## src/rtl/mem_port_arbiter.sv

```systemverilog
// Arbitrates the IF fetch port and the MEM data port onto one single-port memory
// with a req/ack handshake. Define MEM_ARB_PERF_EN to add grant/conflict counters.
module mem_port_arbiter #(
   parameter int unsigned STARVE_MAX = 4
) (
   input  logic        clk,
   input  logic        rst,
   input  logic        if_req,
   input  logic [31:0] if_addr,
   output logic        if_ack,
   output logic [31:0] if_rdata,
   output logic        if_stall,
   input  logic        d_req,
   input  logic        d_we,
   input  logic [31:0] d_addr,
   input  logic [31:0] d_wdata,
   output logic        d_ack,
   output logic [31:0] d_rdata,
   output logic        d_stall,
   output logic        mem_req,
   output logic        mem_we,
   output logic [31:0] mem_addr,
   output logic [31:0] mem_wdata,
   input  logic        mem_ack,
   input  logic [31:0] mem_rdata
`ifdef MEM_ARB_PERF_EN
   ,
   output logic [31:0] perf_i_grants,
   output logic [31:0] perf_d_grants,
   output logic [31:0] perf_conflicts
`endif
);

   typedef enum logic [1:0] {ST_IDLE, ST_ISSUE, ST_RESP} state_e;
   typedef enum logic {OWN_I = 1'b0, OWN_D = 1'b1} owner_e;

   localparam logic [3:0] STARVE_LIM = 4'(STARVE_MAX);

   state_e      state_q, state_d;
   owner_e      owner_q, owner_d;
   logic [3:0]  starve_q, starve_d;
   logic        we_q, we_d;
   logic [31:0] addr_q, addr_d;
   logic [31:0] wdata_q, wdata_d;
   logic [31:0] if_rdata_q, if_rdata_d;
   logic [31:0] d_rdata_q, d_rdata_d;

   logic starve_hit;
   logic grant_d;
   logic grant_i;

   // Data wins a tie unless fetch has already lost STARVE_MAX times in a row.
   assign starve_hit = (starve_q == STARVE_LIM);
   assign grant_d    = (state_q == ST_IDLE) && d_req && !(if_req && starve_hit);
   assign grant_i    = (state_q == ST_IDLE) && if_req && !grant_d;

   // State register
   always_ff @(posedge clk) begin
      // NOTE: state elements use non-blocking assignment so every register samples
      // pre-edge values, independent of statement order.
      if (rst) begin
         state_q    <= ST_IDLE;
         owner_q    <= OWN_D;
         starve_q   <= '0;
         we_q       <= 1'b0;
         addr_q     <= '0;
         wdata_q    <= '0;
         if_rdata_q <= '0;
         d_rdata_q  <= '0;
      end else begin
         state_q    <= state_d;
         owner_q    <= owner_d;
         starve_q   <= starve_d;
         we_q       <= we_d;
         addr_q     <= addr_d;
         wdata_q    <= wdata_d;
         if_rdata_q <= if_rdata_d;
         d_rdata_q  <= d_rdata_d;
      end
   end

   // Next-state logic
   always_comb begin
      // NOTE: every target gets a hold default first, so no path can infer a latch.
      state_d    = state_q;
      owner_d    = owner_q;
      starve_d   = starve_q;
      we_d       = we_q;
      addr_d     = addr_q;
      wdata_d    = wdata_q;
      if_rdata_d = if_rdata_q;
      d_rdata_d  = d_rdata_q;
      unique case (state_q)
         ST_IDLE: begin
            if (grant_d) begin
               state_d = ST_ISSUE;
               owner_d = OWN_D;
               we_d    = d_we;
               addr_d  = d_addr;
               wdata_d = d_wdata;
               if (!if_req)
                  starve_d = '0;
               else if (!starve_hit)
                  starve_d = starve_q + 4'd1;
            end else if (grant_i) begin
               state_d  = ST_ISSUE;
               owner_d  = OWN_I;
               we_d     = 1'b0;
               addr_d   = if_addr;
               wdata_d  = '0;
               starve_d = '0;
            end
         end
         ST_ISSUE: begin
            if (mem_ack) begin
               state_d = ST_RESP;
               if (owner_q == OWN_D)
                  d_rdata_d = mem_rdata;
               else
                  if_rdata_d = mem_rdata;
            end
         end
         ST_RESP: state_d = ST_IDLE;
         default: state_d = ST_IDLE;
      endcase
   end

   // Output logic
   always_comb begin
      mem_req = 1'b0;
      if_ack  = 1'b0;
      d_ack   = 1'b0;
      unique case (state_q)
         ST_ISSUE: mem_req = 1'b1;
         ST_RESP: begin
            if (owner_q == OWN_D)
               d_ack = 1'b1;
            else
               if_ack = 1'b1;
         end
         default: ;
      endcase
   end

   assign mem_we    = we_q;
   assign mem_addr  = addr_q;
   assign mem_wdata = wdata_q;
   assign if_rdata  = if_rdata_q;
   assign d_rdata   = d_rdata_q;
   assign if_stall  = if_req & ~if_ack;
   assign d_stall   = d_req & ~d_ack;

`ifdef MEM_ARB_PERF_EN
   logic [31:0] perf_i_q;
   logic [31:0] perf_d_q;
   logic [31:0] perf_c_q;
   logic        conflict_now;

   // A conflict is a tied IDLE sample or a cycle where one port waits on the other.
   assign conflict_now = ((state_q == ST_IDLE) && if_req && d_req) ||
                         ((state_q != ST_IDLE) &&
                          (((owner_q == OWN_D) && if_stall) ||
                           ((owner_q == OWN_I) && d_stall)));

   always_ff @(posedge clk) begin
      if (rst) begin
         perf_i_q <= '0;
         perf_d_q <= '0;
         perf_c_q <= '0;
      end else begin
         if (grant_i && (perf_i_q != '1))
            perf_i_q <= perf_i_q + 32'd1;
         if (grant_d && (perf_d_q != '1))
            perf_d_q <= perf_d_q + 32'd1;
         if (conflict_now && (perf_c_q != '1))
            perf_c_q <= perf_c_q + 32'd1;
      end
   end

   assign perf_i_grants  = perf_i_q;
   assign perf_d_grants  = perf_d_q;
   assign perf_conflicts = perf_c_q;
`endif

endmodule

```

## config.mk

```make
export PLATFORM = sky130hd
export DESIGN_NAME = mem_port_arbiter
export DESIGN_NICKNAME = d
export VERILOG_FILES = /design/src/rtl/mem_port_arbiter.sv
export SDC_FILE = /design/constraint.sdc
export NUM_CORES = 1
export LEC_CHECK = 0
export ABC_AREA = 0
export ABC_CLOCK_PERIOD_IN_PS = 4980
export CORE_MARGIN = 8
export CORE_UTILIZATION = 45
export CTS_BUF_LIST = sky130_fd_sc_hd__clkbuf_2
export CTS_CLUSTER_DIAMETER = 80
export CTS_CLUSTER_SIZE = 24
export DETAILED_ROUTE_END_ITERATION = 7
export HOLD_SLACK_MARGIN = 0.12
export MAX_ROUTING_LAYER = met4
export PLACE_DENSITY = 0.95
export SYNTH_ARGS = -nofsm -noshare
export SYNTH_HDL_FRONTEND = slang
export SYNTH_SLANG_ARGS = --single-unit
```

## constraint.sdc

```tcl
create_clock -name clk -period 4.98 [get_ports clk]
set_clock_uncertainty 0.15 [all_clocks]
set_input_delay 0.996 -clock clk [delete_from_list [all_inputs] [get_ports clk]]
set_output_delay 0.996 -clock clk [all_outputs]
set_load 0.02 [all_outputs]
```

Yosys cells after proc, flatten, opt, wreduce, memory -nomap -nowiden
Cells that the tools add are included.
Word-level totals
  flip-flop bits (word level): 136
  bits of input ports: 134
  output and inout port bits: 134
  word-level logic and storage cells: 54
Cells by class
  $add $sub $neg: 1
  equality and inequality tests: 6
  muxes and demuxes: 20
  bitwise logic cells: 5
  reduce and logical (&&, ||, !) cells: 14
Operators by type and width (count)
  32-bit two-way mux: 4
  4-bit two-way mux: 4
  3-bit AND reduction: 3
  1-bit two-way mux: 8
  2-bit two-way mux: 3
  3-bit != test, second input constant: 2
  1-bit logical AND: 5
  4-bit by 1-bit adder with 4-bit output, second input constant: 1
  4-bit by 3-bit == test with 1-bit output, second input constant: 1
  2-bit one-hot mux with 2 select lines: 1
  2-bit AND reduction: 2
  1-bit NOT: 3
  1-bit bitwise AND: 2
  2-bit by 1-bit == test with 1-bit output, second input constant: 1
  2-bit == test, second input constant: 1
  1-bit logical NOT: 2
  2-bit logical NOT: 1
  2-bit != test, second input constant: 1
  2-bit nonzero test: 1

Logic depth before layout (Yosys ltp)
Gate-level depths: netlist (run 1).
  depth after elaboration: 9
  gate-level depth with buffers: 7
  mapped depth without buffers: 5

Worst setup path before layout (run 1)
No wires, ideal clock.
  kind: input to output
  start point: input port if_req
  end point: output port if_stall
  data arrival time: 1.517 ns
  setup slack: 2.317 ns
  stages on the path: 3
  buffers on the path: 1
  path through: buf_2 -> inv_1 -> nor2_1
Between the ends
  longest elaborated chain between the ends: 1
Ends and longest elaborated chain
  start, declared: RTL line 8  | input logic if_req,
  1-bit bitwise AND: RTL line 150  | assign if_stall = if_req & ~if_ack;
  end, declared: RTL line 12  | output logic if_stall,
No other way between the ends.

Worst setup path after layout (run 1)
Ends and elaborated chain as after synthesis.

==> impl_metrics.ini, run 1 <==
[critical_path]
r2r_end = mem_addr[15]$_SDFFE_PP0P_
slowest_stage = clkdlybuf4s50_1
crit_chain = clkdlybuf4s50_1, inv_1, nor2_1, clkdlybuf4s50_1
crit_path_start = if_req
worstSetupEndpointType = primary output
critPathCapture = if_stall
reg2reg_depth = 5
cp_max_fo = 11
critPathKind = in2out
cp-start-kind = primary input
r2r-start = starve_q[0]$_SDFFE_PP0P_
path_common_cell = clkdlybuf4s50_1
critPathRequiredTime_ps = 3830
cpPeakStageDelay_ps = 690
arrival_ps = 2580
rrSetupSlack_ps = 2620

[clocking]
cts_tree = yes
htree_levels = 4
cts.hold.buffers_added = 0
clock-sinks = 136
numCtsBuffers = 17
cts_setup_buffers = 0
clockBufferDepth = 2
clock_latency_ps = 720
cts.clk_slew.worst_paths_ps = 180
cts.repair.resized = 0
clock-root-buffer = clkbuf_2

[synth]
synth_top_family_by_area = compound AO/OA/AOI/OAI gates
synth_simple_gate_area_share_pct = 19.1
synth.top_cells.by_area = dfxtp_1 (50%), a21oi_1 (12%), nand2_1 (9.1%)
ys_seq_area_share_pct = 50.4
avgSynthCellArea_sq_um = 8.05
synth_area_leader_cell = dfxtp_1
muxShareOfSynthArea_pct = 0
synth_warnings = 0
synth_compound_area_share_pct = 24.1
synth_cells = 671
synth_top_area_share_pct = 50.4
synth.distinct_cells = 34
synthAdderAreaFrac_pct = 0.463
netlist_area_sq_um = 5400
synth_xor_area_share_pct = 0.162
synth_nets = 807
ys_ff_latch = 136

[die]
die_h_um = 126
start_util_pct = 45.5
die_w_um = 126
core_region_area_sq_um = 11900
ios = 268
fp.dieArea_sq_um = 15800
num_rows = 40

[sta]
setup_ws_ps = 1250
slew_viol_final = 0
fmax_mhz = 268
tns_ps = 0
hold_ws_ps = 315
rsz0062_at_grt = false
setup_viol = 0
fin_crit_sh_pct = 74.8
hold_violations = 0
max-slew-margin-rel_pct = 29.0
layout_min_cycle_time_ps = 3730
worstMarginPinSlew_ps = 1060

[cells_and_area]
fin_cells = 1059
fillCellCount = 893
post-route-util_pct = 70.1
regArea_sq_um = 2720
final_nets = 1034
final_area_sq_um = 8320
area_delta_synth_final_pct = 54.0
multi_input_area_sq_um = 2380
drive_gt1_share_pct = 5.60

[drt]
viasPerCell = 5.56
ant_nets = 0
detail_route.wl_per_cell_um = 18.4
first_iter_violations = 512
drt-total-wl_um = 19500
num_vias = 5892
drc = 0
drt_first_pass_iters = 5

[global_routing]
grt_overflow_total = 0
gr-usage-all-layers_pct = 24.3
grt_pass1_vias = 5616
grt_max_degree = 94
antenna_found_initial = 1
grt_pass1_wl_um = 29900

[worst_hold_path]
hp-class = reg2reg

[power]
leakage_nw = 2.83
finalPower_mw = 2.45
ir_drop_uv = 286
power_density_nw_per_um2 = 295

[job]
max-cap-violations = 0

[place]
post-place-cells = 1026
gp_congestion = 0.815
dpl.hpwl_um = 13300
port_buffers = 267
postPlaceCellArea_sq_um = 8050
pre_cts_slack_ps = 1270

[status]
outcome = completed
==> logic make-up (layout without fill, tap and decap cells) <==
logic type               count (synthesis)  count (layout)
adder cells (fa/ha/maj)                  2               2
buffers and inverters                   73             313
flip-flops                             136             136
AND/OR/NAND/NOR                        225             225
XOR/XNOR                                 1               1
AO/OA/AOI/OAI                          234             234
other                                    0               1
==> cells in the mapped netlist <==
cell / instances
buf_1: 3
a31oi_1: 1
a21oi_1: 131
nand2b_1: 2
ha_1: 2
nor3_1: 1
and3b_1: 1
dfxtp_1: 136
nand3b_1: 2
nand4bb_1: 1
buf_2: 23
xor2_1: 1
o21ai_0: 68
nor3b_4: 1
clkbuf_2: 1
nor3b_1: 1
and4b_1: 2
nor2_2: 1
buf_4: 1
nor4bb_1: 1
inv_1: 3
nand4_1: 2
nor2_1: 4
buf_6: 1
or2_2: 1
a311oi_1: 33
nand2_1: 131
clkbuf_1: 41
o32ai_1: 1
nor2b_1: 2
nand4b_1: 3
or3b_2: 1
or2_1: 1
nand3_1: 67
==> routing by layer <==
layer | part of all wire (%) | wire length (um) | vias up | GRT usage [%]
li1 | - | - | 2818 | -
met2 | 50 | 9780 | 267 | 40.0
met4 | 3.2 | 616 | 0 | 11.0
met3 | 7.5 | 1460 | 49 | 7.56
met1 | 39 | 7610 | 2758 | 26.5
met5 | 0 | 0 | - | -
==> registers in the layout (all words and copies together), names as in the netlist <==
| signal | flops |
|---|---|
| d_rdata | 32 |
| mem_addr | 32 |
| owner_q | 1 |
| mem_wdata | 32 |
| starve_q | 4 |
| if_rdata | 32 |
| state_q | 2 |
| mem_we | 1 |
==> layout make-up <==
class	count	area share [%]
inverters	3	0.135
flip-flops and latches	136	32.7
clock inverters	15	2.14
repair buffers	278	33.1
diodes	1	0.0301
well taps	147	2.21
multi-input cells	462	28.7
clock buffers	17	1.02
==> where the power goes <==
group	switching, mW	internal, mW	total [mW]
Sequential	0.0368	1.15	1.19
Combinational	0.281	0.268	0.549
Clock	0.429	0.281	0.709
==> critical path: cells and delay by family <==
kind	cells	cell delay, ps
buf+inv	3	1460
simple gates	1	120
==> worst min path at each step <==
| stage | slack (ps) | cells after the start | end | startpoint |
|---|---|---|---|---|
| 6_report | 320 | 2 | d_rdata[2]$_SDFFE_PP0P_ | d_rdata[2]$_SDFFE_PP0P_ |
| 5_1_grt | 340 | 2 | if_rdata[10]$_SDFFE_PP0P_ | if_rdata[10]$_SDFFE_PP0P_ |
| 4_1_cts | 320 | 2 | d_rdata[5]$_SDFFE_PP0P_ | d_rdata[5]$_SDFFE_PP0P_ |
| 3_5_place_dp | 300 | 2 | d_rdata[5]$_SDFFE_PP0P_ | d_rdata[5]$_SDFFE_PP0P_ |
| 3_3_place_gp | 290 | 2 | if_rdata[11]$_SDFFE_PP0P_ | if_rdata[11]$_SDFFE_PP0P_ |
| 2_1_floorplan | 330 | 2 | starve_q[1]$_SDFFE_PP0P_ | starve_q[1]$_SDFFE_PP0P_ |
==> placed cells by master (no fill, tap or decap) <==
| cell type | count |
|---|---|
| clkinv_4 | 2 |
| or2_1 | 1 |
| and4b_1 | 2 |
| or3b_2 | 1 |
| clkdlybuf4s50_1 | 266 |
| clkinv_2 | 3 |
| nand4_1 | 2 |
| or2_2 | 1 |
| nor4bb_4 | 1 |
| nor3b_4 | 1 |
| xor2_1 | 1 |
| nand3_1 | 67 |
| ha_1 | 2 |
| a21oi_1 | 131 |
| diode_2 | 1 |
| nor3b_1 | 1 |
| clkbuf_2 | 17 |
| a31oi_1 | 1 |
| buf_4 | 12 |
| nor2b_1 | 2 |
| nor3_1 | 1 |
| nand3b_1 | 2 |
| o32ai_1 | 1 |
| nor2_2 | 3 |
| clkinvlp_4 | 5 |
| inv_6 | 2 |
| inv_1 | 3 |
| bufinv_16 | 3 |
| nand2_1 | 131 |
| nand4b_1 | 3 |
| nand2b_1 | 2 |
| and3b_1 | 1 |
| nor2_1 | 2 |
| o21ai_0 | 68 |
| dfxtp_1 | 136 |
| a311oi_1 | 33 |
| nand4bb_1 | 1 |
Power figures use the tool's default switching activity.
==> inputs of run 2 (changes only) <==
--- a/config.mk
+++ b/config.mk
@@ -6,16 +6,16 @@
 export NUM_CORES = 1
 export LEC_CHECK = 0
 export ABC_AREA = 0
-export ABC_CLOCK_PERIOD_IN_PS = 4980
+export ABC_CLOCK_PERIOD_IN_PS = 3700
 export CORE_MARGIN = 8
-export CORE_UTILIZATION = 45
+export CORE_UTILIZATION = 42
 export CTS_BUF_LIST = sky130_fd_sc_hd__clkbuf_2
 export CTS_CLUSTER_DIAMETER = 80
 export CTS_CLUSTER_SIZE = 24
 export DETAILED_ROUTE_END_ITERATION = 7
 export HOLD_SLACK_MARGIN = 0.12
 export MAX_ROUTING_LAYER = met4
-export PLACE_DENSITY = 0.95
+export PLACE_DENSITY = 0.91
 export SYNTH_ARGS = -nofsm -noshare
 export SYNTH_HDL_FRONTEND = slang
 export SYNTH_SLANG_ARGS = --single-unit
==> constraint.sdc (replaced) <==
create_clock -name clk -period 3.7 [get_ports clk]
set_clock_uncertainty 0.15 [all_clocks]
set_input_delay 0.74 -clock clk [delete_from_list [all_inputs] [get_ports clk]]
set_output_delay 0.74 -clock clk [all_outputs]
set_load 0.02 [all_outputs]
==> run 2 against run 1 <==
Setup slack worse by 830 ps. Combinational power is 35% higher. Final cell count is 2.6% higher. Sequential power is 34% higher. Flip-flop and latch count stayed put.
==> impl_metrics.ini, run 2 (synthesis gave the netlist of run 1 again) <==
[sta]
hold_violations = 0
setup_viol = 0
fin_crit_sh_pct = 88.6
tns_ps = 0
slew_viol_final = 0
max-slew-margin-rel_pct = 53.5
layout_min_cycle_time_ps = 3280
rsz0062_at_grt = false
fmax_mhz = 305
worstMarginPinSlew_ps = 697

[power]
leakage_nw = 2.85
ir_drop_uv = 254
switching_share_pct = 30.4
pwr-share-clk_pct = 24.4
power_density_nw_per_um2 = 372
p_switching_mw = 0.942
power_frac_seq_pct = 51.6
internal_power_mw = 2.16
combPwrFrac_pct = 23.9

[global_routing]
grt_pass1_vias = 5583
antenna_found_initial = 1
grt_max_degree = 66
grt_pass1_wl_um = 28800
gr-usage-all-layers_pct = 22.6
grt_overflow_total = 0

[cells_and_area]
final_cell_mix = clkdlybuf4s50_1 (266), dfxtp_1 (136), a21oi_1 (131), nand2_1 (131), o21ai_0 (68)
area_delta_synth_final_pct = 54.4
fin_cells = 1087
fillCellCount = 1054
drive_gt1_share_pct = 5.80
final_common_cell = clkdlybuf4s50_1
final_nets = 1038

[critical_path]
critPathRequiredTime_ps = 2810
cp-start-kind = register
critPathKind = reg2out
worstSetupEndpointType = primary output
arrival_ps = 2390
cp_max_fo = 11

[clocking]
cts_tree = yes
cts.repair.resized = 0
clock-root-buffer = clkbuf_2
cts.clk_slew.worst_paths_ps = 180
cts.hold.buffers_added = 0
clock-sinks = 136
htree_levels = 4
cts_setup_buffers = 0
numCtsBuffers = 17
clock_latency_ps = 670
clockBufferDepth = 2

[status]
outcome = completed

[drt]
drt-total-wl_um = 19200
drc = 0
drt_first_pass_iters = 7
detail_route.wl_per_cell_um = 17.7
num_vias = 5871
viasPerCell = 5.40
first_iter_violations = 489
ant_nets = 0

[worst_hold_path]
hp-class = reg2reg

[die]
ios = 268
die_h_um = 129
num_rows = 41
die_w_um = 129
core_region_area_sq_um = 12600
fp.dieArea_sq_um = 16700
start_util_pct = 43.0

[place]
port_buffers = 267
gp_congestion = 0.809
post-place-cells = 1055
dpl.hpwl_um = 13500

[job]
max-cap-violations = 0
[run 2: cell types whose count changed in the layout (fill, tap and decap cells not counted), sizes merged]
| cell | previous run | this run |
|---|---|---|
| buf | 12 | 16 |
| bufinv | 3 | 1 |
| clkbuf | 17 | 21 |
| clkinv | 5 | 6 |
| clkinvlp | 5 | 3 |
| inv | 5 | 3 |
[run 2: worst max-delay path: stages, from the launching register on]
cell             delay [ps]
dfxtp_1                 630
nor3b_1                 380
clkdlybuf4s50_1         710
[run 2: final cells by class]
class	instances	area, sq um	share of cell area, %
Timing Repair Buffer	282	2820	33.8
Sequential cell	136	2720	32.6
Multi-Input combinational cell	462	2380	28.6
Tap cell	172	215	2.58
Clock buffer	21	105	1.26
Clock inverter	10	81.3	0.975
Inverter	3	11.3	0.135
Antenna cell	1	2.50	0.0300
[run 2: path summary, 6_finish.rpt]
path	start	endpoint	slack, ps	cells past startpoint
worst max register to register	state_q[1]$_SDFFE_PP0P_	mem_wdata[12]$_SDFFE_PP0P_	1710	4
worst min-delay path	d_rdata[19]$_SDFFE_PP0P_	d_rdata[19]$_SDFFE_PP0P_	310	2
worst min register to register	d_rdata[19]$_SDFFE_PP0P_	d_rdata[19]$_SDFFE_PP0P_	310	2
worst max-delay path	state_q[1]$_SDFFE_PP0P_	if_ack	420	2
[run 2: routing by layer]
metal | track usage, % | up-vias | share of wire (%)
li1 | - | 2826 | -
met1 | 24.8 | 2756 | 38
met2 | 36.7 | 254 | 50
met3 | 6.98 | 35 | 8.8
met4 | 10.8 | 0 | 3.0
met5 | - | - | 0
[run 2: metrics by stage]
stage          power (mW)  hold WS, ps  worst slack (ps)  util [%]  instance area [sq um]
4_1_cts              3.14          317               296      66.4                   8340
6_report             3.10          315               421      66.4                   8340
3_5_place_dp         2.38          296               728      64.9                   8150
3_3_place_gp         2.36          290               738      64.9                   8150
2_1_floorplan        1.98          330              1530         -                   5400
5_1_grt              3.26          332               235      66.4                   8340
[run 2: power groups by stage]
stage                     Sequential, mW  Clock [mW]  Combinational [mW]
final                               1.60       0.758               0.743
after CTS                           1.60       0.787               0.746
after floorplan                     1.73           0               0.253
after detailed placement            1.63           0               0.744
after global placement              1.63           0               0.735
after global routing                1.61       0.850               0.794
==> inputs of run 3 (changes only) <==
--- a/config.mk
+++ b/config.mk
@@ -14,7 +14,6 @@
 export CTS_CLUSTER_SIZE = 24
 export DETAILED_ROUTE_END_ITERATION = 7
 export HOLD_SLACK_MARGIN = 0.12
-export MAX_ROUTING_LAYER = met4
 export PLACE_DENSITY = 0.91
 export SYNTH_ARGS = -nofsm -noshare
 export SYNTH_HDL_FRONTEND = slang
==> run 3 against run 2 <==
Final cell count stayed put. Core utilization stayed put. Setup slack better by 7.1 ps. Routed wire length hardly changed. Flip-flop and latch count stayed put. Clock power hardly changed. Fmax is 0.22% higher. Global-route usage is 0.72 points lower. Critical path depth stayed put. Critical path type unchanged. Critical endpoint unchanged. Largest cell class unchanged.
==> impl_metrics.ini, run 3 (synthesis gave the netlist of run 1 again) <==
[global_routing]
gr-usage-all-layers_pct = 21.9
grt_max_degree = 66
grt_pass1_wl_um = 28800
grt_pass1_vias = 5547
grt_overflow_total = 0
antenna_found_initial = 1

[die]
die_w_um = 129
fp.dieArea_sq_um = 16700
core_region_area_sq_um = 12600
num_rows = 41
start_util_pct = 43.0
die_h_um = 129
ios = 268

[clocking]
clock_latency_ps = 670
cts_setup_buffers = 0
htree_levels = 4
cts.clk_slew.worst_paths_ps = 170
clockBufferDepth = 2
clock-root-buffer = clkbuf_2
numCtsBuffers = 17
clock-sinks = 136
cts.repair.resized = 0
cts_tree = yes
cts.hold.buffers_added = 0

[worst_hold_path]
hp-class = reg2reg
hp-start = d_rdata[19]$_SDFFE_PP0P_
hold_end = d_rdata[19]$_SDFFE_PP0P_
whs_path_depth = 2

[drt]
viasPerCell = 5.39
drt_first_pass_iters = 5
num_vias = 5863
first_iter_violations = 448
detail_route.wl_per_cell_um = 17.7
drc = 0
drt-total-wl_um = 19200
ant_nets = 0

[sta]
max-slew-margin-rel_pct = 53.3
slew_viol_final = 0
rsz0062_at_grt = false
tns_ps = 0
setup_viol = 0
hold_violations = 0
fmax_mhz = 306
worstMarginPinSlew_ps = 701
fin_crit_sh_pct = 88.4
layout_min_cycle_time_ps = 3270

[critical_path]
critPathTopFamily = buffers and inverters
cp_max_fo = 11
crit_chain = nor3b_1, clkdlybuf4s50_1
worstSetupEndpointType = primary output
critPathRequiredTime_ps = 2810
cpPeakStageDelay_ps = 700
arrival_ps = 2380
cp.depth = 2
rrSetupSlack_ps = 1710
r2r_end = mem_wdata[12]$_SDFFE_PP0P_
critPathKind = reg2out
r2r-start = state_q[1]$_SDFFE_PP0P_
cp-start-kind = register
reg2reg_depth = 4
slowest_stage = clkdlybuf4s50_1
crit_buf_inv = 1

[cells_and_area]
final_cell_mix = clkdlybuf4s50_1 (266), dfxtp_1 (136), a21oi_1 (131), nand2_1 (131), o21ai_0 (68)
drive_gt1_share_pct = 5.80
final_nets = 1038
fin_cells = 1087
area_delta_synth_final_pct = 54.4
final_common_cell = clkdlybuf4s50_1
post-route-util_pct = 66.4

[place]
dpl.hpwl_um = 13500
gp_congestion = 0.797
port_buffers = 267
post-place-cells = 1055

[status]
outcome = completed

[job]
max-cap-violations = 0

[power]
leakage_nw = 2.85
power_density_nw_per_um2 = 372
ir_drop_uv = 251
finalPower_mw = 3.11
run 3: worst max path at each step:
stage | to | start
finish | if_ack | state_q[1]$_SDFFE_PP0P_
CTS | if_ack | state_q[1]$_SDFFE_PP0P_
detailed placement | d_stall | d_req
global route | if_ack | state_q[1]$_SDFFE_PP0P_
floorplan | if_stall | state_q[1]$_SDFFE_PP0P_
global placement | d_stall | d_req
run 3: report_power, final:
| part | internal [mW] | switching (mW) | total [mW] |
|---|---|---|---|
| combinational | 0.367 | 0.376 | 0.743 |
| sequential | 1.55 | 0.0480 | 1.60 |
| clock | 0.240 | 0.521 | 0.760 |
run 3: layout make-up:
type	instances	area [sq um]
flip-flops and latches	136	2720
diodes	1	2.50
repair buffers	282	2820
fillers	1054	4230
inverters	3	11.3
clock buffers	21	105
clock inverters	10	81.3
well taps	172	215
multi-input cells	462	2380
run 3: per-stage QoR:
step	worst slack, ps	cell area (sq um)	hold WS [ps]
6_report	428	8340	315
4_1_cts	296	8340	317
5_1_grt	248	8340	332
3_3_place_gp	738	8150	290
2_1_floorplan	1530	5400	330
3_5_place_dp	728	8150	296
run 3: routing by layer:
metal / track usage [%] / vias to the layer above / share of wire (%)
met2: 36.6 / 234 / 50
li1: - / 2826 / -
met4: 10.7 / 0 / 3.5
met3: 7.81 / 40 / 9.8
met1: 24.2 / 2763 / 37
met5: 0 / - / 0
run 3: worst register-to-register path, cell delays in order (launching register included):
cell and delay [ps]:
dfxtp_1 480, nor3b_4 600, buf_4 410, nand3_1 140, a21oi_1 160
